File: config.mk
export PLATFORM = sky130hd
export DESIGN_NAME = grant_burst_sequencer_flat
export DESIGN_NICKNAME = d
export VERILOG_FILES = /design/src/rtl/grant_burst_sequencer_pkg.sv /design/src/rtl/grant_burst_sequencer_if.sv /design/src/rtl/grant_burst_sequencer_watchdog.sv /design/src/rtl/grant_burst_sequencer.sv /design/src/flat_wrapper.sv
export SDC_FILE = /design/constraint.sdc
export NUM_CORES = 1
export LEC_CHECK = 0
export BUFFER_PORTS_ARGS = -buffer_cell sky130_fd_sc_hd__buf_2
export CAP_MARGIN = 10
export CORE_UTILIZATION = 40
export CTS_CLUSTER_DIAMETER = 40
export CTS_CLUSTER_SIZE = 24
export DETAILED_ROUTE_END_ITERATION = 8
export GPL_TIMING_DRIVEN = 0
export HOLD_SLACK_MARGIN = 0.12
export PLACE_DENSITY = 0.86
export SLEW_MARGIN = 10
export SYNTH_ARGS = -nofsm -noshare
export SYNTH_HDL_FRONTEND = slang
export SYNTH_SLANG_ARGS = --single-unit
export TNS_END_PERCENT = 100
File: constraint.sdc
create_clock -name clock -period 2.58 [get_ports clock]
set_input_delay 0.387 -clock clock [delete_from_list [all_inputs] [get_ports clock]]
set_output_delay 0.387 -clock clock [all_outputs]
set_load 0.005 [all_outputs]
File: src/rtl/grant_burst_sequencer_pkg.sv
// Shared types and helpers for the grant burst sequencer.
// Latency: n/a (declarations only).
// Backpressure: n/a.
package gbs_pkg;

  typedef enum logic [1:0] {
    IDLE    = 2'd0,
    XFER    = 2'd1,
    RELEASE = 2'd2
  } gbs_state_t;

  localparam int GBS_DEFAULT_TIMEOUT = 16;

  // Index of the set bit in a one-hot word (up to 32 requesters).
  // Only called after the caller has confirmed exactly one bit is set.
  function automatic int unsigned onehot_to_idx(input logic [31:0] v);
    int unsigned idx;
    idx = 0;
    for (int i = 0; i < 32; i++) begin
      if (v[i]) idx = 32'(i);
    end
    return idx;
  endfunction

endpackage

File: src/rtl/grant_burst_sequencer_if.sv
// Arbiter-side and bus-side signals of the grant burst sequencer.
// Latency: n/a (wiring only).
// Backpressure: bus_ready from the shared resource stalls the owner's beat.
// Ports: grant/grant_valid/req_len/req_data from the arbiter side, beat_taken/release_pulse
//        back to it; bus_valid/bus_data/bus_owner/timeout_err towards the resource, bus_ready back.
interface grant_burst_sequencer_if #(
  parameter int N_MASTERS = 4,
  parameter int DATA_W    = 8,
  parameter int LEN_W     = 4
);
  localparam int OWN_W = (N_MASTERS > 1) ? $clog2(N_MASTERS) : 1;

  logic [N_MASTERS-1:0]        grant;
  logic                        grant_valid;
  logic [N_MASTERS*LEN_W-1:0]  req_len;
  logic [N_MASTERS*DATA_W-1:0] req_data;
  logic [N_MASTERS-1:0]        beat_taken;
  logic                        release_pulse;  // "release" is a reserved word
  logic                        bus_valid;
  logic [DATA_W-1:0]           bus_data;
  logic [OWN_W-1:0]            bus_owner;
  logic                        bus_ready;
  logic                        timeout_err;

  // The sequencer drives the bus.
  modport master (
    input  grant, grant_valid, req_len, req_data, bus_ready,
    output beat_taken, release_pulse, bus_valid, bus_data, bus_owner, timeout_err
  );

  // Arbiter + masters + shared resource.
  modport slave (
    output grant, grant_valid, req_len, req_data, bus_ready,
    input  beat_taken, release_pulse, bus_valid, bus_data, bus_owner, timeout_err
  );
endinterface

File: src/rtl/grant_burst_sequencer_watchdog.sv
// Stall watchdog: counts consecutive stalled cycles, flags expiry on the TIMEOUT-th one.
// Latency: expire is combinational in the cycle the count sits at TIMEOUT-1 and inc is high.
// Backpressure: none; clear wins over inc.
// Ports: clock, reset_n (sync, active-low), clear, inc, expire.
module gbs_watchdog #(
  parameter int TIMEOUT = 16
) (
  input  logic clock,
  input  logic reset_n,
  input  logic clear,
  input  logic inc,
  output logic expire
);
  localparam int CNT_W = (TIMEOUT > 2) ? $clog2(TIMEOUT) : 1;

  logic [CNT_W-1:0] cnt;

  assign expire = inc && (cnt == CNT_W'(TIMEOUT - 1));

  always_ff @(posedge clock) begin
    if (!reset_n || clear) begin
      cnt <= '0;
    end else if (inc && !expire) begin
      cnt <= cnt + CNT_W'(1);
    end
  end
endmodule

File: src/rtl/grant_burst_sequencer.sv
// Locks the arbiter's one-hot winner and streams its burst onto the shared bus, then pulses release.
// Latency: first beat on the bus 1 cycle after grant; release 1 cycle after the last beat or abort.
// Backpressure: bus_ready low stalls the beat; TIMEOUT consecutive stalls abort the tenure.
// Ports: clock, reset_n (sync, active-low), gbs (master modport of grant_burst_sequencer_if).
module grant_burst_sequencer
  import gbs_pkg::*;
#(
  parameter int N_MASTERS = 4,
  parameter int DATA_W    = 8,
  parameter int LEN_W     = 4,
  parameter int TIMEOUT   = GBS_DEFAULT_TIMEOUT
) (
  input  logic                   clock,
  input  logic                   reset_n,
  grant_burst_sequencer_if.master gbs
);
  localparam int OWN_W = (N_MASTERS > 1) ? $clog2(N_MASTERS) : 1;

  gbs_state_t        state_q, state_d;
  logic [OWN_W-1:0]  owner_q;
  logic [LEN_W-1:0]  beats_q;     // remaining beats minus one
  logic              timeout_q;
  logic [OWN_W-1:0]  grant_idx;
  logic              grant_ok;
  logic              xfer_fire;
  logic              last_beat;
  logic              expire;
  logic              wd_clear;
  logic              wd_inc;

  assign grant_ok  = gbs.grant_valid && ($countones(gbs.grant) == 1);
  assign grant_idx = OWN_W'(onehot_to_idx(32'(gbs.grant)));
  assign xfer_fire = (state_q == XFER) && gbs.bus_ready;
  assign last_beat = (beats_q == '0);
  assign wd_inc    = (state_q == XFER) && !gbs.bus_ready;
  assign wd_clear  = (state_q != XFER) || gbs.bus_ready;

  gbs_watchdog #(.TIMEOUT(TIMEOUT)) u_watchdog (
    .clock   (clock),
    .reset_n (reset_n),
    .clear   (wd_clear),
    .inc     (wd_inc),
    .expire  (expire)
  );

  // State register
  always_ff @(posedge clock) begin
    if (!reset_n) begin
      state_q <= IDLE;
    end else begin
      state_q <= state_d;
    end
  end

  // Owner / beat counter / abort flag. req_len is only looked at when locking.
  always_ff @(posedge clock) begin
    if (!reset_n) begin
      owner_q   <= '0;
      beats_q   <= '0;
      timeout_q <= 1'b0;
    end else begin
      if (state_q == IDLE && grant_ok) begin
        owner_q <= grant_idx;
        beats_q <= gbs.req_len[int'(grant_idx)*LEN_W +: LEN_W];
      end else if (xfer_fire && !last_beat) begin
        beats_q <= beats_q - LEN_W'(1);
      end
      // Registered on the XFER->RELEASE edge so it lines up with release_pulse.
      timeout_q <= (state_q == XFER) && expire;
    end
  end

  // Next state
  always_comb begin
    state_d = state_q;
    unique case (state_q)
      IDLE:    if (grant_ok) state_d = XFER;
      XFER:    if ((xfer_fire && last_beat) || expire) state_d = RELEASE;
      RELEASE: state_d = IDLE;
      default: state_d = IDLE;
    endcase
  end

  // Outputs
  always_comb begin
    gbs.bus_valid     = 1'b0;
    gbs.bus_data      = '0;
    gbs.bus_owner     = '0;
    gbs.beat_taken    = '0;
    gbs.release_pulse = 1'b0;
    gbs.timeout_err   = timeout_q;
    unique case (state_q)
      XFER: begin
        gbs.bus_valid = 1'b1;
        gbs.bus_data  = gbs.req_data[int'(owner_q)*DATA_W +: DATA_W];
        gbs.bus_owner = owner_q;
        if (gbs.bus_ready) gbs.beat_taken[owner_q] = 1'b1;
      end
      RELEASE: gbs.release_pulse = 1'b1;
      default: ;
    endcase
  end
endmodule

File: src/flat_wrapper.sv
// flat-port wrapper written by rule: the top's interface ports become plain ports
module grant_burst_sequencer_flat import gbs_pkg::*;
#(
  parameter int N_MASTERS = 4,
  parameter int DATA_W    = 8,
  parameter int LEN_W     = 4,
  parameter int TIMEOUT   = GBS_DEFAULT_TIMEOUT
)
  (clock, reset_n, gbs_grant, gbs_grant_valid, gbs_req_len, gbs_req_data, gbs_bus_ready, gbs_beat_taken, gbs_release_pulse, gbs_bus_valid, gbs_bus_data, gbs_bus_owner, gbs_timeout_err);
  grant_burst_sequencer_if #(.N_MASTERS(N_MASTERS), .DATA_W(DATA_W), .LEN_W(LEN_W)) gbs_i ();
  input  logic clock;
  input  logic reset_n;
  input wire logic [$bits(gbs_i.grant)-1:0] gbs_grant;
  input wire logic [$bits(gbs_i.grant_valid)-1:0] gbs_grant_valid;
  input wire logic [$bits(gbs_i.req_len)-1:0] gbs_req_len;
  input wire logic [$bits(gbs_i.req_data)-1:0] gbs_req_data;
  input wire logic [$bits(gbs_i.bus_ready)-1:0] gbs_bus_ready;
  output wire logic [$bits(gbs_i.beat_taken)-1:0] gbs_beat_taken;
  output wire logic [$bits(gbs_i.release_pulse)-1:0] gbs_release_pulse;
  output wire logic [$bits(gbs_i.bus_valid)-1:0] gbs_bus_valid;
  output wire logic [$bits(gbs_i.bus_data)-1:0] gbs_bus_data;
  output wire logic [$bits(gbs_i.bus_owner)-1:0] gbs_bus_owner;
  output wire logic [$bits(gbs_i.timeout_err)-1:0] gbs_timeout_err;
  assign gbs_i.grant = gbs_grant;
  assign gbs_i.grant_valid = gbs_grant_valid;
  assign gbs_i.req_len = gbs_req_len;
  assign gbs_i.req_data = gbs_req_data;
  assign gbs_i.bus_ready = gbs_bus_ready;
  assign gbs_beat_taken = gbs_i.beat_taken;
  assign gbs_release_pulse = gbs_i.release_pulse;
  assign gbs_bus_valid = gbs_i.bus_valid;
  assign gbs_bus_data = gbs_i.bus_data;
  assign gbs_bus_owner = gbs_i.bus_owner;
  assign gbs_timeout_err = gbs_i.timeout_err;
  grant_burst_sequencer #(.N_MASTERS(N_MASTERS), .DATA_W(DATA_W), .LEN_W(LEN_W), .TIMEOUT(TIMEOUT)) u_core (.clock(clock), .reset_n(reset_n), .gbs(gbs_i));
endmodule
==> reports/metrics.yaml <==
outcome:
  status: "completed"
timing:
  finalSetupViolations: 0
  worstMarginPinSlew_ns: 0.359
  finalSetupTns_ns: 0
  rsz0062_at_grt: "no"
  slew_viol_final: 0
  fmax_mhz: 459
  holdWs_ns: 0.393
  finalCriticalPeriod_ns: 2.18
  clock_skew_ns: 0.0105
  hold_violations: 0
  fin_crit_sh: 0.844
  relSlewSlack: 0.761
synthesis:
  synthCells: 102
  ys_async_sr_fraction: 0
  ys_seq_elements: 13
  synth_cell_types: 37
  syn_area_mm2: 0.00113
  seq_area_frac_synth: 0.230
  yosys_warnings: 0
  synth_edf_count: 0
  syn_avg_cell_area_um2: 11.1
  synthesis.nets: 165
  synthFlopType: "dfxtp_1"
grt:
  grt.total_usage: 0.179
  grt_max_degree: 11
  grt_pass1_vias: 1012
  gr-total-overflow: 0
  grt_first_pass_wirelength_um: 3860
  antenna_found_initial: 0
place:
  gp_congestion: 0.743
  dp_hpwl_um: 2310
  dp_cells: 204
  io_buffers: 72
  dpl_cell_area_mm2: 0.00153
cts:
  post_cts_resized: 0
  cts-root-buf: "clkbuf_4"
  clk_latency_ns: 0.28
  clkTransAtPathRegs_ns: 0.07
  cts_buffer_depth: 2
  numCtsBuffers: 3
  cts_hold_buf: 0
  post-cts-setup-buffers: 0
  clock-sinks: 13
  htree_levels: 1
  cts_tree: "yes"
floorplan:
  coreArea_mm2: 0.00257
  start_util: 0.441
  chipHeight_um: 55.2
  dieArea_mm2: 0.00304
  io-pin-count: 73
  die_w_um: 55.2
  core.rowCount: 18
routing:
  dr.pass1.iters: 4
  num_vias: 1153
  antenna_left: 0
  wire_per_inst_um: 13.1
  postRouteWirelength_um: 2720
  route.detailed.vias_per_inst: 5.54
  drt_iter0_markers: 15
  drc: 0
finish:
  final_cells: 208
  fillers: 211
  layout_commonest_cell: "buf_2"
  antenna_cells: 0
  syn_to_final_growth_pct: 37.5
  stdcell_area_mm2: 0.00156
  drive_above_1_share: 0.511
  final_cell_mix: "buf_2 (74), dfxtp_1 (13), and2_1 (9), mux4_1 (7), nor2_1 (7)"
  fin_nets: 242
worst_setup_path:
  worst-setup-path-type: "in2reg"
  critPathLaunchType: "input port"
  critPathCaptureType: "flip-flop"
  cpPeakStageDelay_ns: 0.48
  cp_common_cell: "ha_1"
  required_ns: 2.75
  worst_path_max_delay_cell: "fa_1"
  arrival_ns: 2.35
  path_cells: "buf_2, inv_2, ha_1, ha_1, fa_1, nor4b_4, nand2_1, o211a_1"
  critical_path.max_fanout: 5
power_and_ir_drop:
  power_density_mw_per_mm2: 371
  p_leak_nw: 0.785
  ir_drop_mv: 0.218
  total_power_mw: 0.577
hold_path:
  hold_class: "in2reg"
job:
  maxCapViolations: 0
area by class of cell:
class	instances	area, um^2	share of cell area
buffer	4	36.3	0.0233
clock buffer	4	26.3	0.0169
inverter	6	22.5	0.0145
multi-input combinational	79	812	0.522
sequential	13	260	0.167
tap	30	37.5	0.0241
timing repair buffer	72	360	0.232
report_power, final:
part | internal (mW) | total [mW] | switching [mW]
Combinational | 0.131 | 0.225 | 0.0939
Sequential | 0.213 | 0.226 | 0.0129
Clock | 0.0600 | 0.127 | 0.0667
per-stage QoR:
step / setup WS, ns / utilization
6_report: 0.402 / 0.606
2_1_floorplan: 0.412 / -
4_1_cts: 0.407 / 0.606
3_5_place_dp: 0.122 / 0.596
5_1_grt: 0.313 / 0.606
3_3_place_gp: 0.220 / 0.596
cell usage after synthesis (3+ instances only):
library cell,instances,area [um^2]
dfxtp_1,13,260
ha_1,6,75.1
nand2_1,3,11.3
and2_1,9,56.3
nor3b_1,3,22.5
a21oi_1,3,15.0
o2bb2ai_1,3,26.3
mux4_1,7,184
nor2_1,7,26.3
mux4_2,5,113
inv_1,5,18.8
o21ai_0,4,20.0
logic make-up (layout without fill, tap and decap cells):
family / Yosys count / after routing / synth area share
fa+ha+maj: 7 / 7 / 0.0841
simple gates: 39 / 39 / 0.229
compound gates: 16 / 16 / 0.0996
xor+xnor: 2 / 2 / 0.0155
flops: 13 / 13 / 0.230
mux: 15 / 15 / 0.290
buf+inv: 10 / 86 / 0.0520
critical path, delay by kind of cell:
family          cells  cell delay, ns
fa+ha+maj           3            1.00
compound gates      1            0.26
simple gates        2            0.55
buf+inv             2            0.14
sequential cells by signal (all words and copies together), names as in the netlist:
register,cells
u_core.gbs.timeout_err,1
u_core.u_watchdog.cnt,4
u_core.beats_q,4
u_core.state_q,2
u_core.owner_q,2
final timing paths:
| kind | start | cells past startpoint | endpoint | slack, ns |
|---|---|---|---|---|
| setup / recovery | gbs_grant[2] | 8 | u_core.beats_q[2]$_SDFFE_PN0P_ | 0.40 |
| hold reg to reg | u_core.u_watchdog.cnt[1]$_SDFFE_PP0P_ | 2 | u_core.u_watchdog.cnt[1]$_SDFFE_PP0P_ | 0.56 |
| hold / removal | reset_n | 2 | u_core.beats_q[2]$_SDFFE_PN0P_ | 0.39 |
| setup reg to reg | u_core.beats_q[0]$_SDFFE_PN0P_ | 6 | u_core.beats_q[1]$_SDFFE_PN0P_ | 1.04 |
metal layers:
layer	up-vias	part of all wire	global-route usage	routed length, um
li1	548	-	-	-
met1	529	0.36	0.178	983
met2	70	0.51	0.361	1380
met3	6	0.12	0.0219	322
met4	0	0.014	0.0750	38
met5	-	0	0	0
Power figures use the tool's default switching activity.
